<file path="src/rtl/ram_bus_pkg.sv">
// Shared types for the RAM-side bus merge.
// Master ids, response tags and fixed constants.
package ram_bus_pkg;

  typedef enum logic {
    INSTR = 1'b0,
    DATA  = 1'b1
  } master_id_e;

  typedef struct packed {
    logic       valid;
    master_id_e id;
    logic       err;
  } rsp_tag_t;

  localparam logic [3:0]  BE_FULL   = 4'hF;
  localparam logic [31:0] RDATA_ERR = 32'h0;

endpackage

</file>
<file path="src/rtl/rsp_tag_pipe.sv">
// Fixed-latency tag shift register.
// The head stage is the response due this cycle.
module rsp_tag_pipe
  import ram_bus_pkg::*;
#(
  parameter int unsigned DEPTH = 1
) (
  input  logic     clk,
  input  logic     rst,
  input  rsp_tag_t in_tag,
  output rsp_tag_t head
);

  rsp_tag_t stage_q [DEPTH];

  // advance every stage each cycle
  always_ff @(posedge clk or posedge rst) begin
    if (rst) begin
      for (int i = 0; i < DEPTH; i++) begin
        stage_q[i] <= '0;
      end
    end else begin
      stage_q[0] <= in_tag;
      for (int i = 1; i < DEPTH; i++) begin
        stage_q[i] <= stage_q[i-1];
      end
    end
  end

  assign head = stage_q[DEPTH-1];

endmodule

</file>
<file path="src/rtl/ram_port_arbiter.sv">
// Merges fetch and data ports onto one RAM port.
// Decodes the RAM window and fakes error responses.
module ram_port_arbiter
  import ram_bus_pkg::*;
#(
  parameter logic [31:0] BASE_ADDR   = 32'h0000_0000,
  parameter int unsigned SIZE_BYTES  = 4096,
  parameter int unsigned RSP_LATENCY = 1
) (
  input  logic        clk,
  input  logic        rst,
  input  logic        instr_req_i,
  input  logic [31:0] instr_addr_i,
  output logic        instr_gnt_o,
  output logic        instr_rvalid_o,
  output logic [31:0] instr_rdata_o,
  output logic        instr_err_o,
  input  logic        data_req_i,
  input  logic        data_we_i,
  input  logic [3:0]  data_be_i,
  input  logic [31:0] data_addr_i,
  input  logic [31:0] data_wdata_i,
  output logic        data_gnt_o,
  output logic        data_rvalid_o,
  output logic [31:0] data_rdata_o,
  output logic        data_err_o,
  output logic        ram_req_o,
  output logic        ram_we_o,
  output logic [31:0] ram_addr_o,
  output logic [31:0] ram_wdata_o,
  output logic [3:0]  ram_be_o,
  input  logic [31:0] ram_rdata_i,
  input  logic        ram_rvalid_i
);

  localparam logic [31:0] SIZE_W = 32'(SIZE_BYTES);

  master_id_e  last_grant;
  master_id_e  gnt_id;
  logic        ireq, dreq;
  logic        gnt_i, gnt_d, grant_any;
  logic [31:0] addr_sel, offset;
  logic        in_window;
  rsp_tag_t    in_tag, head;
  logic        rsp_v, rsp_err;
  logic [31:0] rsp_data;

  assign ireq = instr_req_i & ~rst;
  assign dreq = data_req_i & ~rst;

  // round-robin on conflict, lone requester always wins
  always_comb begin
    gnt_i = ireq & (~dreq | (last_grant == DATA));
    gnt_d = dreq & (~ireq | (last_grant == INSTR));
  end

  assign grant_any = gnt_i | gnt_d;
  assign gnt_id    = gnt_d ? DATA : INSTR;
  assign addr_sel  = gnt_d ? data_addr_i : instr_addr_i;
  assign offset    = addr_sel - BASE_ADDR;
  assign in_window = offset < SIZE_W;

  assign instr_gnt_o = gnt_i;
  assign data_gnt_o  = gnt_d;
  assign ram_req_o   = grant_any & in_window;
  assign ram_addr_o  = offset;
  assign ram_we_o    = gnt_d & data_we_i;
  assign ram_be_o    = gnt_d ? data_be_i : BE_FULL;
  assign ram_wdata_o = gnt_d ? data_wdata_i : '0;

  // remember the winner of each conflict
  always_ff @(posedge clk or posedge rst) begin
    if (rst) begin
      last_grant <= DATA;
    end else if (ireq && dreq) begin
      last_grant <= gnt_id;
    end
  end

  assign in_tag = '{
    valid: grant_any,
    id:    gnt_id,
    err:   ~in_window
  };

  rsp_tag_pipe #(
    .DEPTH (RSP_LATENCY)
  ) u_rsp_tag_pipe (
    .clk    (clk),
    .rst    (rst),
    .in_tag (in_tag),
    .head   (head)
  );

  // build the response due this cycle from the head tag
  always_comb begin
    rsp_v    = 1'b0;
    rsp_err  = 1'b0;
    rsp_data = RDATA_ERR;
    if (head.valid) begin
      if (head.err) begin
        rsp_v   = 1'b1;
        rsp_err = 1'b1;
      end else if (ram_rvalid_i) begin
        rsp_v    = 1'b1;
        rsp_data = ram_rdata_i;
      end
    end
  end

  // steer the response to the master that issued it
  always_comb begin
    instr_rvalid_o = rsp_v & (head.id == INSTR);
    data_rvalid_o  = rsp_v & (head.id == DATA);
    instr_err_o    = instr_rvalid_o & rsp_err;
    data_err_o     = data_rvalid_o & rsp_err;
    instr_rdata_o  = instr_rvalid_o ? rsp_data : RDATA_ERR;
    data_rdata_o   = data_rvalid_o ? rsp_data : RDATA_ERR;
  end

  rsp_rvalid_a: assert property (
    @(posedge clk) disable iff (rst)
    (head.valid && !head.err) |-> ram_rvalid_i
  );

endmodule
</file>
<file path="config.mk">
export PLATFORM = sky130hd
export DESIGN_NAME = ram_port_arbiter
export DESIGN_NICKNAME = d
export VERILOG_FILES = /design/src/rtl/ram_bus_pkg.sv /design/src/rtl/rsp_tag_pipe.sv /design/src/rtl/ram_port_arbiter.sv
export SDC_FILE = /design/constraint.sdc
export NUM_CORES = 1
export LEC_CHECK = 0
export CAP_MARGIN = 30
export CORE_AREA = 2 2 107 109
export CTS_BUF_LIST = sky130_fd_sc_hd__clkbuf_4 sky130_fd_sc_hd__clkbuf_8
export DETAILED_ROUTE_END_ITERATION = 10
export DIE_AREA = 0 0 109 111
export PLACE_DENSITY_LB_ADDON = 0.05
export SYNTH_ARGS = -nofsm -noshare
export SYNTH_HDL_FRONTEND = slang
export SYNTH_SLANG_ARGS = --single-unit
</file>
<file path="constraint.sdc">
create_clock -name clk -period 1.9 [get_ports clk]
set_input_delay 0.38 -clock clk [delete_from_list [all_inputs] [get_ports clk]]
set_output_delay 0.38 -clock clk [all_outputs]
set_load 0.05 [all_outputs]
</file>
# [Word-level counts from Yosys, hierarchy flattened]
# Cells that the tools add are included.
[totals] elab_cells=39 ff_bits=4 out_inout_bits=140
[op_classes] n_mux=14 n_lt_le_gt_ge=1 n_reduce_logical=1 bitwise=19
[ops] op="$mux W32" count=7
[ops] op="$lt A32 B13 Y1 const B" count=1
[ops] op="$and A1 B1 Y1" count=10
[ops] op="$mux W1" count=6
[ops] op="$not A1 Y1" count=6
[ops] op="$mux W4" count=1
[ops] op="$or A1 B1 Y1" count=3
[ops] op="$logic_and A1 B1 Y1" count=1

# [Depth between registers and ports, before layout]
[depth] ltp_word=8 depth_mapped=5 depth_no_buf=4

# [Hierarchy]
# Synthesis repeated with hierarchy kept, for this count alone.
[unflattened] cells_unflattened=188 area_unflattened_um2=1356.3
[modules_own_cells] module="ram_port_arbiter" n_inst=1 area_per_inst_um2=1277.5 cells_each=184
[modules_own_cells] module="rsp_tag_pipe" n_inst=1 area_per_inst_um2=78.8 cells_each=4

# [Worst setup path after synthesis]
# Ideal clock, no wire load.
[synth_path] path_type="input port to output port" from="in instr_addr_i[16]" to="out ram_req_o" cell_stages=3 path_slack_ps=-626 t_required_ps=1520 t_arrival_ps=2146 path_cell_list="or4_1 -> or4_1 -> a21boi_1"
[synth_via] elab_chain_cells=3
[synth_lines] element="from (decl)" line="ram_port_arbiter.sv:13" text="input logic [31:0] instr_addr_i,"
[synth_lines] element="$mux W32" line="ram_port_arbiter.sv:59" text="assign addr_sel = gnt_d ? data_addr_i : instr_addr_i;"
[synth_lines] element="$lt A32 B13 Y1" line="ram_port_arbiter.sv:61" text="assign in_window = offset < SIZE_W;"
[synth_lines] element="$and A1 B1 Y1" line="ram_port_arbiter.sv:65" text="assign ram_req_o = grant_any & in_window;"
[synth_lines] element="to (decl)" line="ram_port_arbiter.sv:27" text="output logic ram_req_o,"
# No other way between the ends.

# [Worst setup path in the final report]
[layout_path] from="in instr_addr_i[29]" to="out ram_req_o"
# The elaborated chain is that of the path after synthesis.

==> summary.md <==
| Metric | Value |
|---|---|
| Run status | `finished with violations` |
| Violations in the final reports | `setup timing` |
| Kind of start point of the critical path | `primary input` |
| Type of destination of the critical path | `output pin` |
| Global placer's final weighted congestion | `0.806` |
| Post-route DRC violation count | `0` |
| Period utilization | `1.19` |
| Number of diodes added for antenna fixing | `0` |
| Sequential cell area | `101 µm²` |
| Setup repair after global routing missed its margin | `yes` |
| CTS tree | `yes` |
| Count of different cell masters after synthesis | `18` |
| Power share of the clock group | `0.094` |
| Area enclosed by the die boundary | `12,100 µm²` |
| Filler cells | `929` |
| Cell row count | `39` |
| Leakage power | `0.00280 µW` |
| Number of synthesis warnings | `0` |
| I/O pin count | `278` |
| Met2 track demand over resource | `0.320` |
| Period minus WS final | `2.26 ns` |
| Category of the critical setup timing path | `in2out` |
| Data arrival time of the critical path | `1.88 ns` |
| Area of placed instances | `5400 µm²` |
| Worst slew pin tran | `0.283 ns` |
| CTS H-tree depth | `1` |
| Reported net switching power | `912 µW` |
| Area growth from synthesis to final layout | `374%` |
| Final slew viol count | `0` |
| Cells after Synth | `187` |
| Initial Utilization | `0.122` |
| Fraction of met1 tracks used by global routing | `0.150` |
| Detailed Route Iter0 Violations | `59` |
| Ordered list of cells on the worst path | `buf_6 -> or4_1 -> or4_4 -> a21boi_4 -> buf_12` |
| Sequential cell fraction of total power | `0.057` |
| Overall die height | `111 µm` |
| End-of-flow core utilization | `0.579` |
| Fin Clk Skew | `0.00274 ns` |
| Seq cells post-synth | `4` |
| Post-DR vias/cell | `4.05` |
| Number of vias after detailed routing | `2,595` |
| CTS clock-pin slew for the worst setup and hold paths | `0.03 ns` |
| All-Layer GR Usage | `0.156` |
| Share of the yosys chip area belonging to registers | `0.0749` |
| Sum of buffers and inverters on the critical path | `2` |
| Routed WL per cell | `15.9 µm` |
| Number of clock buffers inserted by TritonCTS | `3` |
| Hold/Removal Path Class | `in2async` |
| Combinational share of power | `0.849` |
| Area of all placed cells without fillers | `6410 µm²` |
| Number of global-route vias before repair | `2,685` |
| Post-CTS Hold Fix Bufs | `0` |
| Most used flip-flop cell after synthesis | `sky130_fd_sc_hd__dfrtp_1` |
| Total number of clock tree sinks | `4` |
| Delay of the slowest critical-path stage | `0.55 ns` |
| Antenna violations before repair | `0` |
| Multi-input gate area in the final layout | `1600 µm²` |
| Clock insertion delay at the later pin of the skew report | `0.22 ns` |
| Proportion of register bits with asynchronous set or reset after synthesis | `1.00` |
| Internal Pwr Total | `1260 µW` |
| Global-route wire length before repair | `14,700 µm` |
| Top post-synthesis cells by area | `sky130_fd_sc_hd__and2_1 (45%), sky130_fd_sc_hd__mux2_2 (27%), sky130_fd_sc_hd__dfrtp_1 (5.6%)` |
| Net switching fraction of the power | `0.420` |
| Smallest hold slack | `0.316 ns` |
| Core Area | `11,100 µm²` |
| Dominant delay contributor by cell family on the critical path | `simple AND/OR/NAND/NOR gates` |
| Busiest grt layer | `met2` |
| Maximum operating frequency | `442 MHz` |
| Highest fanout seen on the critical path | `2` |
| Most common cell after layout, fill and taps aside | `sky130_fd_sc_hd__buf_12` |
| Crit path setup slack, layout | `-0.363 ns` |
| Root cell of the clock tree | `sky130_fd_sc_hd__clkbuf_8` |
| Post-Synthesis Cell Area | `1350 µm²` |
| Maximum number of pins on one net before global-route repair | `33` |
| Sum of routed wire length over all layers | `10,200 µm` |
| Cell count of the worst reg-to-reg path | `4` |
| Area share of the leading cell type in the synthesized netlist | `0.453` |
| Crit path required time | `1.52 ns` |
| Maximum vdd ir drop | `0.000264 V` |
| Power density cells | `338 nW/µm²` |
| Net total in the final layout | `637` |
| Number of max-cap violations | `0` |
| Fin. Hold Viols | `0` |
| Port-buffer cells | `277` |
| Area leader, netlist | `sky130_fd_sc_hd__and2_1` |
| Highest-count cells in the layout ignoring fill and taps | `sky130_fd_sc_hd__buf_12 (108), sky130_fd_sc_hd__clkdlybuf4s50_1 (98), sky130_fd_sc_hd__and2_4 (71)` |
| Number of synthesized flops with an enable pin | `0` |
| Max clock buf depth | `2` |
| Post-synthesis net count | `325` |
| Logic depth of the worst setup path including buffers | `5` |
| GR Util met3 | `0.0453` |
| Share of final-layout standard cells stronger than drive strength 1 | `0.637` |
| DPL Wire Length | `7710 µm` |
| Finish-stage setup viols | `65` |
| Post-Synthesis Mean Instance Area | `7.23 µm²` |
| Total grt overflow | `0` |
| Number of nets with antenna violations after detailed routing | `0` |
| Crit path max-delay cell type | `sky130_fd_sc_hd__or4_4` |
| Headroom to the max-slew limit | `0.810` |
| Number of detailed-route iterations in the first pass | `4` |
| Width of the die | `109 µm` |
## per-stage QoR
stage / instances / total power (µW) / setup TNS [ns] / worst slack [ns]
after floorplan: 187 / 831 / -0.167 / -0.167
after global placement: 612 / 1580 / -44.44 / -0.622
after detailed placement: 612 / 1590 / -46.45 / -0.613
after CTS: 638 / 2190 / -11.07 / -0.342
after global routing: 641 / 2260 / -11.97 / -0.386
final: 641 / 2170 / -8.26 / -0.363
## cell families after synthesis
logic type / Yosys count / synth area share
and+or+nand+nor: 131 / 0.583
buffers and inverters: 16 / 0.0472
AOI/OAI and AO/OA: 3 / 0.0222
DFF: 4 / 0.0749
muxes: 32 / 0.266
xor gates and xnor gates: 1 / 0.00648
## power groups by stage
stage	registers, µW	logic (µW)	clock network [µW]
global placement	124	1460	0
global route	127	1910	222
floorplan	125	706	0
CTS	124	1850	209
finish	124	1840	203
detailed placement	125	1470	0
## routing by layer
metal  routed length [µm]  up-vias
met5                    0        -
met1                 2900     1199
met2                 6200      151
met4                   62        0
li1                     -     1241
met3                 1060        4
## area by class of cell
class | count | share of cell area
tap | 143 | 0.0279
timing repair buffer | 320 | 0.698
sequential | 4 | 0.0158
multi-input combinational | 167 | 0.249
inverter | 3 | 0.00176
clock buffer | 4 | 0.00761
## cell usage after synthesis (3+ instances only)
library cell               instances
sky130_fd_sc_hd__and2_1           98
sky130_fd_sc_hd__nor2_1           11
sky130_fd_sc_hd__nor4_1            5
sky130_fd_sc_hd__buf_2             3
sky130_fd_sc_hd__nand2_1           4
sky130_fd_sc_hd__inv_1             3
sky130_fd_sc_hd__clkbuf_1         10
sky130_fd_sc_hd__dfrtp_1           3
sky130_fd_sc_hd__mux2_2           32
sky130_fd_sc_hd__or4_1             6
sky130_fd_sc_hd__nand2b_1          5
## tightest hold or removal path: stages
cell	delay, ns
sky130_fd_sc_hd__buf_2	0.12
sky130_fd_sc_hd__buf_4	0.13
sky130_fd_sc_hd__inv_1	0.08
sky130_fd_sc_hd__buf_4	0.14
## what timing repair did
item	in CTS	in global routing
resized for setup	223	58
hold endpoints to repair	0	0
gates cloned	8	3
pin swaps	48	25
setup buffers	14	6
setup endpoints to repair	135	135
## state kept, by name, indices dropped and copies added (netlist names)
signal,flops
last_grant,1
u_rsp_tag_pipe.head,3
## worst paths after layout
| check | startpoint | endpoint | slack (ns) |
|---|---|---|---|
| hold reg to reg | last_grant | last_grant | 0.63 |
| min in group clk | data_req_i | last_grant | 0.55 |
| setup reg to reg | last_grant | u_rsp_tag_pipe.head[0] | 0.32 |
| setup / recovery | instr_addr_i[29] | ram_req_o | -0.36 |
| hold / removal | rst | u_rsp_tag_pipe.head[0] | 0.32 |
| max in group asynchronous | rst | last_grant | 1.39 |
Power figures use the tool's default switching activity.
